`config.mk`:
```
export PLATFORM = sky130hd
export DESIGN_NAME = apb_master_ctrl
export DESIGN_NICKNAME = d
export VERILOG_FILES = /design/src/rtl/apb_master_ctrl.sv
export SDC_FILE = /design/constraint.sdc
export NUM_CORES = 1
export LEC_CHECK = 0
export ABC_AREA = 1
export BUFFER_PORTS_ARGS = -buffer_cell sky130_fd_sc_hd__buf_4
export CORE_ASPECT_RATIO = 1.75
export CORE_MARGIN = 1
export CORE_UTILIZATION = 42
export CTS_BUF_LIST = sky130_fd_sc_hd__clkbuf_4 sky130_fd_sc_hd__clkbuf_8 sky130_fd_sc_hd__clkbuf_16
export CTS_CLUSTER_DIAMETER = 150
export DETAILED_ROUTE_END_ITERATION = 10
export PLACE_DENSITY_LB_ADDON = 0.25
export SYNTH_ARGS = -nofsm -noshare
export SYNTH_HDL_FRONTEND = slang
export SYNTH_SLANG_ARGS = --single-unit
```
`constraint.sdc`:
```
create_clock -name clock -period 1.4 [get_ports clock]
set_input_delay 0.07 -clock clock [delete_from_list [all_inputs] [get_ports clock]]
set_output_delay 0.07 -clock clock [all_outputs]
set_load 0.005 [all_outputs]
```
`src/rtl/apb_master_ctrl.sv`:
```
// APB requester: valid/ready command -> SETUP/ACCESS, 3-cycle accept-to-response latency, no rsp backpressure.
// Build option APB_PREADY_EN adds Pready wait states; cmd_ready holds low until the ACCESS phase completes.
module apb_master_ctrl #(
   parameter int                ADDR_W   = 32,
   parameter int                DATA_W   = 32,
   parameter int                NSLV     = 4,
   parameter logic [ADDR_W-1:0] BASE     = ADDR_W'(32'h8000_0000),
   parameter logic [ADDR_W-1:0] SLV_SPAN = ADDR_W'(32'h0400_0000)
) (
   input  logic              clock,
   input  logic              Hresetn,
   input  logic              cmd_valid,
   output logic              cmd_ready,
   input  logic [ADDR_W-1:0] cmd_addr,
   input  logic              cmd_write,
   input  logic [DATA_W-1:0] cmd_wdata,
   output logic              rsp_valid,
   output logic [DATA_W-1:0] rsp_rdata,
   output logic              rsp_err,
   output logic [ADDR_W-1:0] Paddr,
   output logic              Pwrite,
   output logic [DATA_W-1:0] Pwdata,
   output logic [NSLV-1:0]   Pselx,
   output logic              Penable,
   input  logic [DATA_W-1:0] Prdata
`ifdef APB_PREADY_EN
   ,input logic              Pready
`endif
);

   typedef enum logic [1:0] {IDLE, SETUP, ACCESS, ERR} state_t;

   state_t            state, nxt;
   logic              access_fin;
   logic              accept;
   logic              rsp_hit_q;
   logic [DATA_W-1:0] rdata_q;
   logic [ADDR_W-1:0] dec_off;
   logic [ADDR_W-1:0] dec_idx;
   logic              dec_hit;
   logic [NSLV-1:0]   dec_sel;

`ifdef APB_PREADY_EN
   assign access_fin = (state == ACCESS) && Pready;
`else
   assign access_fin = (state == ACCESS);
`endif

   assign accept = cmd_valid && cmd_ready;

   always_comb begin
      dec_off = cmd_addr - BASE;
      dec_idx = dec_off / SLV_SPAN;
      dec_hit = (cmd_addr >= BASE) && (dec_idx < ADDR_W'(NSLV));
      dec_sel = '0;
      for (int i = 0; i < NSLV; i++) begin
         dec_sel[i] = dec_hit && (dec_idx == ADDR_W'(i));
      end
   end

   always_ff @(posedge clock) begin
      if (!Hresetn) begin
         state <= IDLE;
      end else begin
         state <= nxt;
      end
   end

   // A miss accepted on the final ACCESS edge lands in ERR while the previous
   // hit response is still due; ERR waits one cycle so responses never collide.
   always_comb begin
      nxt = state;
      case (state)
         IDLE:    if (accept) nxt = dec_hit ? SETUP : ERR;
         SETUP:   nxt = ACCESS;
         ACCESS:  if (access_fin) nxt = accept ? (dec_hit ? SETUP : ERR) : IDLE;
         ERR:     if (!rsp_hit_q) nxt = IDLE;
         default: nxt = IDLE;
      endcase
   end

   always_comb begin
      cmd_ready = 1'b0;
      rsp_valid = rsp_hit_q;
      rsp_err   = 1'b0;
      rsp_rdata = rsp_hit_q ? rdata_q : '0;
      case (state)
         IDLE:    cmd_ready = Hresetn;
         ACCESS:  cmd_ready = Hresetn && access_fin;
         ERR: begin
            if (!rsp_hit_q) begin
               rsp_valid = 1'b1;
               rsp_err   = 1'b1;
            end
         end
         default: cmd_ready = 1'b0;
      endcase
   end

   always_ff @(posedge clock) begin
      if (!Hresetn) begin
         Paddr     <= '0;
         Pwrite    <= 1'b0;
         Pwdata    <= '0;
         Pselx     <= '0;
         Penable   <= 1'b0;
         rsp_hit_q <= 1'b0;
         rdata_q   <= '0;
      end else begin
         rsp_hit_q <= access_fin;
         if (access_fin) begin
            rdata_q <= Pwrite ? '0 : Prdata;
         end
         if (accept && dec_hit) begin
            Paddr   <= cmd_addr;
            Pwrite  <= cmd_write;
            Pselx   <= dec_sel;
            Penable <= 1'b0;
            if (cmd_write) begin
               Pwdata <= cmd_wdata;
            end
         end else if (state == SETUP) begin
            Penable <= 1'b1;
         end else if (access_fin) begin
            Pselx   <= '0;
            Penable <= 1'b0;
         end
      end
   end

endmodule
```
---- After elaboration in Yosys (flattened, before gate mapping) ----
Index checks and enable logic that the tools add are counted.
word-level totals
  output and inout port bits .............. 105
  word-level logic and storage cells ...... 53
  bits of input ports ..................... 100
  register bits after elaboration ......... 105
operators by class
  bitwise logic cells ..................... 1
  reduce and logical (&&, ||, !) cells .... 16
  $lt $le $gt $ge ......................... 2
  add/subtract/negate cells ............... 1
  eq/ne operators ......................... 9
  multiplexer cells ....................... 16
operators by type and width
  cell                                                                   number
  32-bit two-way mux                                                     2
  32-bit >= comparator, second input constant                            1
  32-bit logical NOT                                                     1
  32-bit subtractor, second input constant                               1
  6-bit by 2-bit equality test with 1-bit output, second input constant  2
  4-bit two-way mux                                                      3
  1-bit logical AND                                                      8
  2-bit two-way mux                                                      4
  2-bit case mux with 4 select lines                                     1
  6-bit by 1-bit equality test with 1-bit output, second input constant  1
  6-bit by 3-bit < comparator with 1-bit output, second input constant   1
  2-bit != test, second input constant                                   3
  2-bit AND reduction                                                    3
  1-bit two-way mux                                                      5
  2-bit equality test, second input constant                             2
  2-bit nonzero test                                                     2
  2-bit by 1-bit equality test with 1-bit output, second input constant  1
  2-bit logical NOT                                                      1
  1-bit case mux with 2 select lines                                     1
  2-bit OR reduction                                                     1
  1-bit NOT                                                              1

---- Logic depth before layout (Yosys ltp) ----
Gate-level depths: netlist of run 1.
  depth after elaboration ................. 7
  gate-level depth with buffers ........... 11
  mapped depth without buffers ............ 10

---- Worst setup path after synthesis of run 1 ----
Ideal clock, no wire load.
  kind .................................... register -> register
  start point ............................. reg state[0]
  end point ............................... reg Paddr[3]
  cell stages (with the launch flop) ...... 11
  path slack .............................. -142 ps
  path buffers ............................ 2
  data arrival time ....................... 1,426 ps
  path through ............................ dfxtp_1 > inv_1 > ha_1 > buf_4 > nand2_1 > nand2_4 > nand2_2 > nor2_8 > buf_4 > o21ai_0 > nor2_1
on the way
  longest elaborated chain between the ends .. 5
  elaborated cells between the ends (all ways) .. 6
  those cells by class .................... 1 x eq/ne; 1 x mux; 4 x reduce/logical
ends and longest elaborated chain
  item                                  line  source
  from (decl)                           33    state_t state, nxt;
  from (signal assigned)                65    state <= nxt;
  2-bit equality test *                 46    assign access_fin = (state == ACCESS);
  named net access_fin                  34    logic access_fin;
  1-bit logical AND                     89    ACCESS: cmd_ready = Hresetn && access_fin;
  1-bit case mux with 2 select lines *  87    case (state)
  named net cmd_ready                   13    output logic cmd_ready,
  1-bit logical AND *                   49    assign accept = cmd_valid && cmd_ready;
  1-bit logical AND *                   114   if (accept && dec_hit) begin
  to (signal assigned)                  115   Paddr <= cmd_addr;
  to (decl)                             20    output logic [ADDR_W-1:0] Paddr,
The timed path passes the listed nets; every way through them passes the cells marked *.
A chain may end at the register's enable or synchronous reset.

---- Worst setup path after layout of run 1 ----
  start point ............................. reg state[1]
  end point ............................... out cmd_ready
on the way
  longest elaborated chain between the ends .. 3
  elaborated cells between the ends (all ways) .. 4
  those cells by class .................... 1 x eq/ne; 1 x mux; 2 x reduce/logical
ends and longest elaborated chain
  item                                  line
  2-bit equality test                   46, 87
  1-bit logical AND                     89
  1-bit case mux with 2 select lines *  87
  to (decl)                             13
Every way passes the cells marked *; elsewhere a longest branch is shown, timed or not.

==> results of run 1 <==
## final timing paths
kind	startpoint	to	slack (ns)	depth (start not counted)
setup / recovery	state[1]	cmd_ready	-0.1	7
hold / removal	Prdata[3]	rdata_q[3]	0.007	3
setup reg to reg	state[1]	Pwdata[21]	-0.08	11
hold reg to reg	Paddr[28]	Paddr[28]	0.43	2
## stage by stage
stage                     std cells  setup WS, ns  instance area (um^2)
after CTS                       988       -0.0908                  6790
after detailed placement        935        -0.148                  6090
final                           991       -0.0959                  6870
after global routing            991        -0.166                  6870
after global placement          935       -0.0347                  6090
after floorplan                 621       -0.0163                  4400
## layer usage
layer	vias up	track usage (%)
li1	2386	-
met4	0	11.7
met1	2202	24.5
met2	173	45.9
met5	-	0
met3	35	5.87
## area by class of cell
cell class	instances	area, um^2
Sequential cell	105	2110
Tap cell	125	156
Fill cell	830	3100
Antenna cell	1	2.50
Clock inverter	6	43.8
Timing Repair Buffer	269	2190
Multi-Input combinational cell	396	1830
Inverter	80	305
Clock buffer	9	225
## power by group through the flow
stage	Clock (mW)	Combinational (mW)	Sequential (mW)
2_1_floorplan	0	0.970	3.41
3_3_place_gp	0	1.59	3.42
3_5_place_dp	0	1.63	3.44
4_1_cts	2.36	1.78	3.38
5_1_grt	2.47	2.12	3.41
6_report	2.30	1.94	3.39
## worst register-to-register path, cell delays in order, from the launching register on
cell and delay (ns):
dfxtp_4 0.37, inv_4 0.06, ha_4 0.14, nand2_4 0.05, nand2_4 0.10, nand2_4 0.08
nor2_8 0.14, buf_12 0.13, buf_12 0.12, nand3_1 0.07, nand2_1 0.07, nor2_1 0.05
## kinds of logic (layout without fill, tap and decap cells)
family,after synthesis,after routing,share of synthesized area (%)
AO/OA/AOI/OAI,64,64,7.39
adder cells (fa/ha/maj),4,4,1.15
buffers and inverters,120,364,11.3
flip-flops,105,105,48.3
multiplexers,1,1,0.230
other,0,1,0
AND/OR/NAND/NOR,327,327,31.6
## registers in the layout (all words and copies together) (netlist names)
name,cells
Paddr,32
Penable,1
Pselx,4
Pwdata,32
Pwrite,1
rdata_q,32
rsp_hit_q,1
state,2
## layout by cell type (no fill, tap or decap), types with 3 or more instances in the layout
cell type,n
buf_4,224
nor2_1,127
dlygate4sd3_1,33
nand2_4,6
nand3_1,71
buf_12,3
a21oi_1,34
inv_1,77
nand2_1,112
buf_6,7
dfxtp_1,103
o21ai_1,28
clkbuf_16,9
## timing repair
action | 4_1_cts | 5_1_grt
resized for setup | 10 | 17
hold buffers | 33 | 0
setup endpoints to repair | 65 | 122
pin swaps | 3 | 1
gates cloned | 1 | 0
endpoints found under the hold margin | 34 | 0
buffers inserted | 4 | 2
==> metrics.md, run 1 <==
| Metric | Value |
|---|---|
| Final ANT Viol Nets | 0 |
| Share of layout cells above drive strength 1 | 31.7% |
| P&R area growth vs syn | 57.9% |
| WP data arrival | 1.43 ns |
| Lkg Pwr | 3.61 nW |
| Detailed-placement wirelength estimate | 9300 um |
| Total grt overflow | 0 |
| Final Core Density | 68.9% |
| Top Family by Delay on Critical Path | buffers and inverters |
| Vias per inst | 4.84 |
| Max_cap viols | 0 |
| Port bufs | 204 |
| Power, Total | 7.62 mW |
| Worst-path fanout max | 3 |
| Crit path required time | 1.33 ns |
| First-pass GRT wire length | 20600 um |
| Skew final | 0.00933 ns |
| Predominant post-synthesis flop cell | dfxtp_1 |
| I/O pin cnt | 205 |
| GRT Util Overall | 24.3% |
| Cells after synthesis | 621 |
| Setup WS post-layout | -0.0959 ns |
| DR WL met3 | 762 um |
| Count of nets after finishing | 965 |
| Final Hold Vio Count | 0 |
| Slowest stage delay, CP | 0.38 ns |
| Slew Limit Fails | 0 |
| Via count | 4796 |
| GPL Wtd Cong | 0.806 |
| Part of the power in the clock network | 30.1% |
| H-tree depth | 3 |
| NetSw | 2.23 mW |
| Most common cell in the netlist | nor2_1 |
| DR WL/cell | 13.4 um |
| PwrDens | 1110 nW/um^2 |
| CP startpoint kind | flop |
| Buf+Inv Stages, Crit Path | 4 |
| Cell Rows | 48 |
| Drt first pass iters | 4 |
| DIE HEIGHT | 137 um |
| Switching share of power | 29.3% |
| Routed WL | 13300 um |
| Violated checks | setup timing |
| CTS sink count | 105 |
| Syn. warnings | 0 |
| Core area | 9970 um^2 |
| CTS Buffer Depth | 2 |
| Synthesized net count | 725 |
| Critical path, cell by cell | inv_4, ha_4, nand2_4, nand2_4, buf_4, buf_6, buf_6 |
| Combinational Power Share | 25.5% |
| Die W | 78.9 um |
| Top-area cell type share of the netlist area | 48.3% |
| Max_slew headroom | 72.9% |
| Status | finished, violations left |
| Setup TNS | -2.31 ns |
| TritonCTS Buffers | 9 |
| Number of enable flip-flop cells after synthesis | 0 |
| Mean Syn Cell Area | 7.00 um^2 |
| Area contributors post-synth | dfxtp_1 (48%), nor2_1 (11%), nand2_1 (10%) |
| Setup-failing EPs final | 41 |
| Post-synth cell types | 23 |
| Hold Slack | 0.00716 ns |
| DR top layer | met4 |
| VDD IR max | 0.977 mV |
| Synth top cells by count | nor2_1 (129), nand2_1 (118), dfxtp_1 (105), inv_1 (79), nand3_1 (71) |
| Critical path type | reg -> out |
| Slowest CP cell | dfxtp_4 |
| Largest net degree at the start of global routing | 43 |
| Synth area leader | dfxtp_1 |
| Post-Syn Area | 4350 um^2 |
| Clk Latency, worst-skew pair | 0.34 ns |
| Yosys reg bits | 105 |
| Fraction of registers with async set/reset | 0% |
| Max Freq | 0.668 GHz |
| DR DRC count | 0 |
| Sequential power share | 44.4% |
| Reg clk slew, reported paths | 0.07 ns |
| Worst-margin pin slew | 0.406 ns |
| Worst setup EP type | output port |
| Antenna violations before repair | 1 |
| Number of global-route vias before repair | 4546 |
| CTS root buf | clkbuf_16 |
| Sequential area share after synthesis | 48.3% |
| CTS tree | built |
| Initial Util | 43.6% |
| DRC marker count from the first detailed-route iteration | 213 |
| Met2 wire length | 7320 um |
| Min-Delay Path Class | in -> reg |
| DIE AREA | 10800 um^2 |
| Tcrit/Tclk final | 107% |
| Met1 wire length | 4720 um |
| Min cycle time layout | 1.50 ns |
| RSZ-0062 raised after global routing | true |
| Internal Pwr Total | 5.39 mW |
No activity file was read; power rests on OpenSTA's default activity.
==> run 2, diff against run 1 <==
CTS_BUF_LIST = unset   (was sky130_fd_sc_hd__clkbuf_4 sky130_fd_sc_hd__clkbuf_8 sky130_fd_sc_hd__clkbuf_16)
GPL_ROUTABILITY_DRIVEN = 0   (was unset)
GPL_TIMING_DRIVEN = 0   (was unset)
==> run 2 against run 1 <==
Compared with the run above:
- the run still ends with setup timing left
- clock power rose by 8%
- maximum frequency fell by 1.3%
- sequential share of layout area fell by 2.0 points
- highest routed layer unchanged
- count of clock-buffer cells in the layout is 1 higher
- global-route usage grew 0.83 points
- combinational power up 5%
- sequential power hardly changed
- sequential cell count stayed put
- first-iteration DRC count shrank 21%
- cell count rose by 3.3%
- critical endpoint is now Pwdata[30]
- setup slack got worse by 0.020 ns
==> metrics.md, run 2 (synthesis results as in run 1) <==
| Metric | Value |
|---|---|
| Clk Latency, worst-skew pair | 0.34 ns |
| Final Hold Vio Count | 0 |
| Antenna violations before repair | 0 |
| Setup-failing EPs final | 58 |
| Slew Limit Fails | 0 |
| TritonCTS Buffers | 9 |
| Routed WL | 14600 um |
| Tcrit/Tclk final | 108% |
| Final Core Density | 73.9% |
| CP Launch Point | state[1] |
| Setup WS post-layout | -0.116 ns |
| First-pass GRT wire length | 21200 um |
| PwrDens | 1070 nW/um^2 |
| Cell Rows | 48 |
| Reg area | 2110 um^2 |
| Area of the multi-input gates | 2060 um^2 |
| DIE AREA | 10800 um^2 |
| Reg-to-Reg Start | state[1] |
| Critical Path End | Pwdata[30] |
| Fillers | 768 |
| Min-Delay Path Class | in -> reg |
| DIE HEIGHT | 137 um |
| GRT Util Overall | 25.1% |
| Ant. Diodes | 0 |
| Crit path required time | 1.64 ns |
| Status | finished, violations left |
| Die W | 78.9 um |
| CTS tree | built |
| I/O pin cnt | 205 |
| Slowest stage delay, CP | 0.36 ns |
| Final ANT Viol Nets | 0 |
| DR WL/cell | 14.3 um |
| Worst path depth | 11 |
| Critical path type | reg -> reg |
| Detailed-placement wirelength estimate | 9820 um |
| Largest net degree at the start of global routing | 18 |
| Violated checks | setup timing |
| Flop-to-flop setup slack | -0.12 ns |
| Critical path, cell by cell | inv_4, ha_4, nand2_4, nand2_8, nand2_8, nor2_8, buf_6, buf_6, nand3_2, nand2_1, nor2_1 |
| Vias per inst | 4.88 |
| Worst-margin pin slew | 0.628 ns |
| Worst R2R End | Pwdata[30] |
| CTS Buffer Depth | 2 |
| Core area | 9970 um^2 |
| Port bufs | 203 |
| Drt first pass iters | 5 |
| DRC marker count from the first detailed-route iteration | 169 |
| Max_cap viols | 0 |
| Post-placement worst setup slack | -0.230 ns |
| CP startpoint kind | flop |
| Reg clk slew, reported paths | 0.07 ns |
| Top Family by Delay on Critical Path | simple AND/OR/NAND/NOR gates |
| Via count | 4995 |
| WP data arrival | 1.75 ns |
| Power, Total | 7.92 mW |
| RSZ-0062 raised after global routing | true |
| VDD IR max | 0.813 mV |
| Reg2reg path depth | 11 |
| Initial Util | 43.6% |
| Max Freq | 0.660 GHz |
| Commonest non-fill, non-tap cell in the layout | buf_4 |
| Share of layout cells above drive strength 1 | 36.8% |
| Cell depth of the worst hold path | 3 |
| DR DRC count | 0 |
| Count of nets after finishing | 998 |
| Setup TNS | -3.30 ns |
| Slowest CP cell | dfxtp_4 |
| Total grt overflow | 0 |
| H-tree depth | 3 |
| Skew final | 0.00404 ns |
| CTS root buf | clkbuf_16 |
| Worst setup EP type | flop |
| Worst-path fanout max | 5 |
| Buf+Inv Stages, Crit Path | 3 |
| Min cycle time layout | 1.52 ns |
| Number of global-route vias before repair | 4739 |
| Most frequent cells in the layout | buf_4 (217), nand2_1 (112), nor2_1 (110) |
| CTS sink count | 105 |
| Top Registers | Paddr x32, Pwdata x32, rdata_q x32 |
| P&R area growth vs syn | 69.5% |
| Lkg Pwr | 3.73 nW |
| Max_slew headroom | 58.2% |
[run 2: worst register-to-register path, stage by stage, from the launching register on]
cell     delay, ns
dfxtp_4       0.36
inv_4         0.06
ha_4          0.14
nand2_4       0.06
nand2_8       0.09
nand2_8       0.07
nor2_8        0.13
buf_6         0.14
buf_6         0.13
nand3_2       0.07
nand2_1       0.11
nor2_1        0.05
[run 2: power by group]
part           total, mW  internal [mW]  switching (mW)  leakage, nW
Clock               2.48           1.39            1.09        0.139
Sequential          3.40           3.24           0.161        0.852
Combinational       2.03          0.988            1.04         2.73
Total               7.92           5.62            2.30         3.73
[run 2: what timing repair did]
action / 4_1_cts / 5_1_grt
gates cloned: 5 / 5
setup buffers: 9 / 7
hold endpoints to repair: 36 / 1
gates resized for setup: 44 / 84
pin swaps: 10 / 20
endpoints found under the setup margin: 130 / 126
hold buffers: 35 / 1
[run 2: worst min path at each step]
stage	to	from
2_1_floorplan	Pselx[2]	cmd_addr[26]
3_3_place_gp	Pselx[2]	cmd_addr[26]
3_5_place_dp	Pselx[2]	cmd_addr[26]
4_1_cts	rdata_q[0]	Prdata[0]
5_1_grt	rdata_q[25]	Prdata[25]
6_report	rdata_q[25]	Prdata[25]
[run 2: cell type report]
class	instances	share of cell area [%]
sequential	105	28.6
timing repair buffer	264	29.3
multi-input combinational	397	28.0
clock buffer	10	3.11
buffer	37	3.77
inverter	80	4.19
tap	125	2.12
clock inverter	6	0.916
[run 2: through the flow]
stage                     hold WS, ns  cell area, um^2  instances
after floorplan                 0.166             4400        621
after CTS                   0.0000669             6970       1011
after detailed placement        0.295             6080        949
after global placement          0.288             6080        949
after global routing          0.00129             7370       1024
final                         0.00213             7370       1024
[run 2: routing by layer]
layer,track usage [%],share of wire (%),wire length [um],vias up
li1,-,-,-,2458
met2,50.1,56,8270,179
met5,0,0,0,-
met4,11.1,3.5,516,0
met1,24.0,35,5140,2318
met3,5.20,4.9,719,40
==> run 3, diff against run 2 <==
PLACE_DENSITY = 0.76   (was unset)
PLACE_DENSITY_LB_ADDON = unset   (was 0.25)
==> run 3 against run 2 <==
Compared with the run above:
- the run still ends with setup timing left
- power increased by 3.0%
- count of clock-buffer cells in the layout did not move
- maximum frequency is 1.1% lower
- die area stayed put
- register-to-register slack got worse by 0.02 ns
- core utilization shrank 0.61 points
- design area is 0.83% lower
- clock skew is 0.0048 ns higher
- highest routed layer unchanged
- setup slack got worse by 0.017 ns
- clock power is 3% higher
- worst hold slack improved by 0.0089 ns
==> metrics.md, run 3 (synthesis results as in run 1) <==
| Metric | Value |
|---|---|
| Status | finished, violations left |
| Violated checks | setup timing |
| Min-Delay Path Class | in -> reg |
| Commonest non-fill, non-tap cell in the layout | buf_4 |
| Hold Path Origin | Prdata[22] |
| Setup-failing EPs final | 75 |
| Worst R2R End | Pwdata[18] |
| NetSw | 2.40 mW |
| RSZ-0062 raised after global routing | true |
| Power, Total | 8.15 mW |
| Slew Limit Fails | 0 |
| Final Core Density | 73.3% |
| DIE HEIGHT | 137 um |
| CTS tree | built |
| CTS sink count | 105 |
| WP data arrival | 1.80 ns |
| Die W | 78.9 um |
| Cell Rows | 48 |
| Share of layout cells above drive strength 1 | 38.7% |
| Via count | 4959 |
| PwrDens | 1120 nW/um^2 |
| Post-route cell area | 7310 um^2 |
| Initial Util | 43.6% |
| Min cycle time layout | 1.53 ns |
| DR WL/cell | 14.6 um |
| Sequential power share | 41.7% |
| Switching share of power | 29.4% |
| DIE AREA | 10800 um^2 |
| Final Hold Vio Count | 0 |
| Detailed-placement wirelength estimate | 9900 um |
| Final ANT Viol Nets | 0 |
| Lkg Pwr | 3.69 nW |
| CTS Buffer Depth | 2 |
| CP Launch Point | state[1] |
| Number of global-route vias before repair | 4926 |
| Internal Pwr Total | 5.76 mW |
| TritonCTS Buffers | 9 |
| Antenna violations before repair | 0 |
| CTS root buf | clkbuf_16 |
| Critical path type | reg -> reg |
| GRT Util Overall | 26.9% |
| Top Registers | Paddr x32, Pwdata x32, rdata_q x32 |
| Reg clk slew, reported paths | 0.07 ns |
| Clk Latency, worst-skew pair | 0.34 ns |
| Skew final | 0.00886 ns |
| Setup WS post-layout | -0.133 ns |
| Core area | 9970 um^2 |
| Hold Slack | 0.0110 ns |
| Worst-path fanout max | 10 |
| Crit path required time | 1.67 ns |
| Worst-margin pin slew | 0.676 ns |
| DR DRC count | 0 |
| CP startpoint kind | flop |
| Critical Path End | Pwdata[18] |
| H-tree depth | 3 |
| Max Freq | 0.652 GHz |
| Max_cap viols | 0 |
| Port bufs | 203 |
| Most frequent cells in the layout | buf_4 (218), nor2_1 (127), dfxtp_1 (102), nand2_1 (102), inv_1 (75) |
| Part of the power in the clock network | 31.4% |
| P&R area growth vs syn | 68.1% |
| DRC marker count from the first detailed-route iteration | 161 |
| First-pass GRT wire length | 22500 um |
| VDD IR max | 0.974 mV |
| Reg-to-Reg Start | state[1] |
| I/O pin cnt | 205 |
| Count of nets after finishing | 992 |
| Vias per inst | 4.87 |
| Drt first pass iters | 4 |
| Reg2reg path depth | 9 |
| Ant. Diodes | 0 |
| Total grt overflow | 0 |
| Post-DP Area | 6080 um^2 |
| Tcrit/Tclk final | 110% |
| Worst setup EP type | flop |
| Flop-to-flop setup slack | -0.13 ns |
| Combinational Power Share | 26.9% |
| Max_slew headroom | 54.9% |
| Routed WL | 14800 um |
| Largest net degree at the start of global routing | 18 |
## run 3: cell types whose count changed in the layout (fill, tap and decap cells not counted), sizes merged
cell	before	now
buf	247	245
clkbuf	28	29
clkinvlp	3	2
dlygate4sd3	36	31
inv	79	80
## run 3: what timing repair did
item,4_1_cts,5_1_grt
endpoints found under the setup margin,129,126
pin swaps,22,33
setup buffers,12,5
gates resized for setup,64,63
endpoints found under the hold margin,32,0
gates cloned,7,0
hold buffers,31,0
## run 3: final cells by class
type                       count  area (um^2)
clock inverter                 6         65.1
sequential                   105         2110
timing repair buffer         257         2060
buffer                        38          250
clock buffer                  10          239
multi-input combinational    397         2120
inverter                      80          309
tap                          125          156
fill                         766         2660
## run 3: worst max-delay path: stages, from the launching register on
cell and delay [ns]:
dfxtp_4 0.37, inv_4 0.06, ha_4 0.14, nand2_4 0.06
nand2_8 0.10, nand3_4 0.13, nor2_4 0.19, buf_4 0.20
nor2_1 0.07, nor2_1 0.14
## run 3: layer usage
metal | GRT usage, % | vias up | part of all wire [%]
li1 | - | 2439 | -
met2 | 53.5 | 184 | 57
met1 | 25.3 | 2295 | 34
met4 | 13.3 | 0 | 4.1
met5 | 0 | - | 0
met3 | 5.27 | 41 | 5.2
## run 3: how the worst min path moves through the flow
stage	to	slack, ns	cells after the start
after floorplan	Pselx[2]	0.17	1
after global placement	Pselx[2]	0.29	2
final	rdata_q[22]	0.01	3
after detailed placement	Pselx[2]	0.30	2
after global routing	rdata_q[27]	0.0002	3
after CTS	rdata_q[22]	0.0006	3
## run 3: power by group through the flow
stage / Clock [mW] / Combinational (mW) / Sequential (mW)
after floorplan: 0 / 0.970 / 3.41
after global placement: 0 / 1.55 / 3.42
after detailed placement: 0 / 1.58 / 3.44
after CTS: 2.62 / 1.91 / 3.39
after global routing: 2.73 / 2.39 / 3.42
final: 2.56 / 2.19 / 3.40
## run 3: per-stage QoR
stage	cells	setup WS, ns	TNS [ns]
after floorplan	621	-0.0163	-0.490
after global placement	949	-0.206	-11.61
after detailed placement	949	-0.243	-14.36
after CTS	1013	-0.109	-3.23
after global routing	1018	-0.202	-9.36
final	1018	-0.133	-3.88
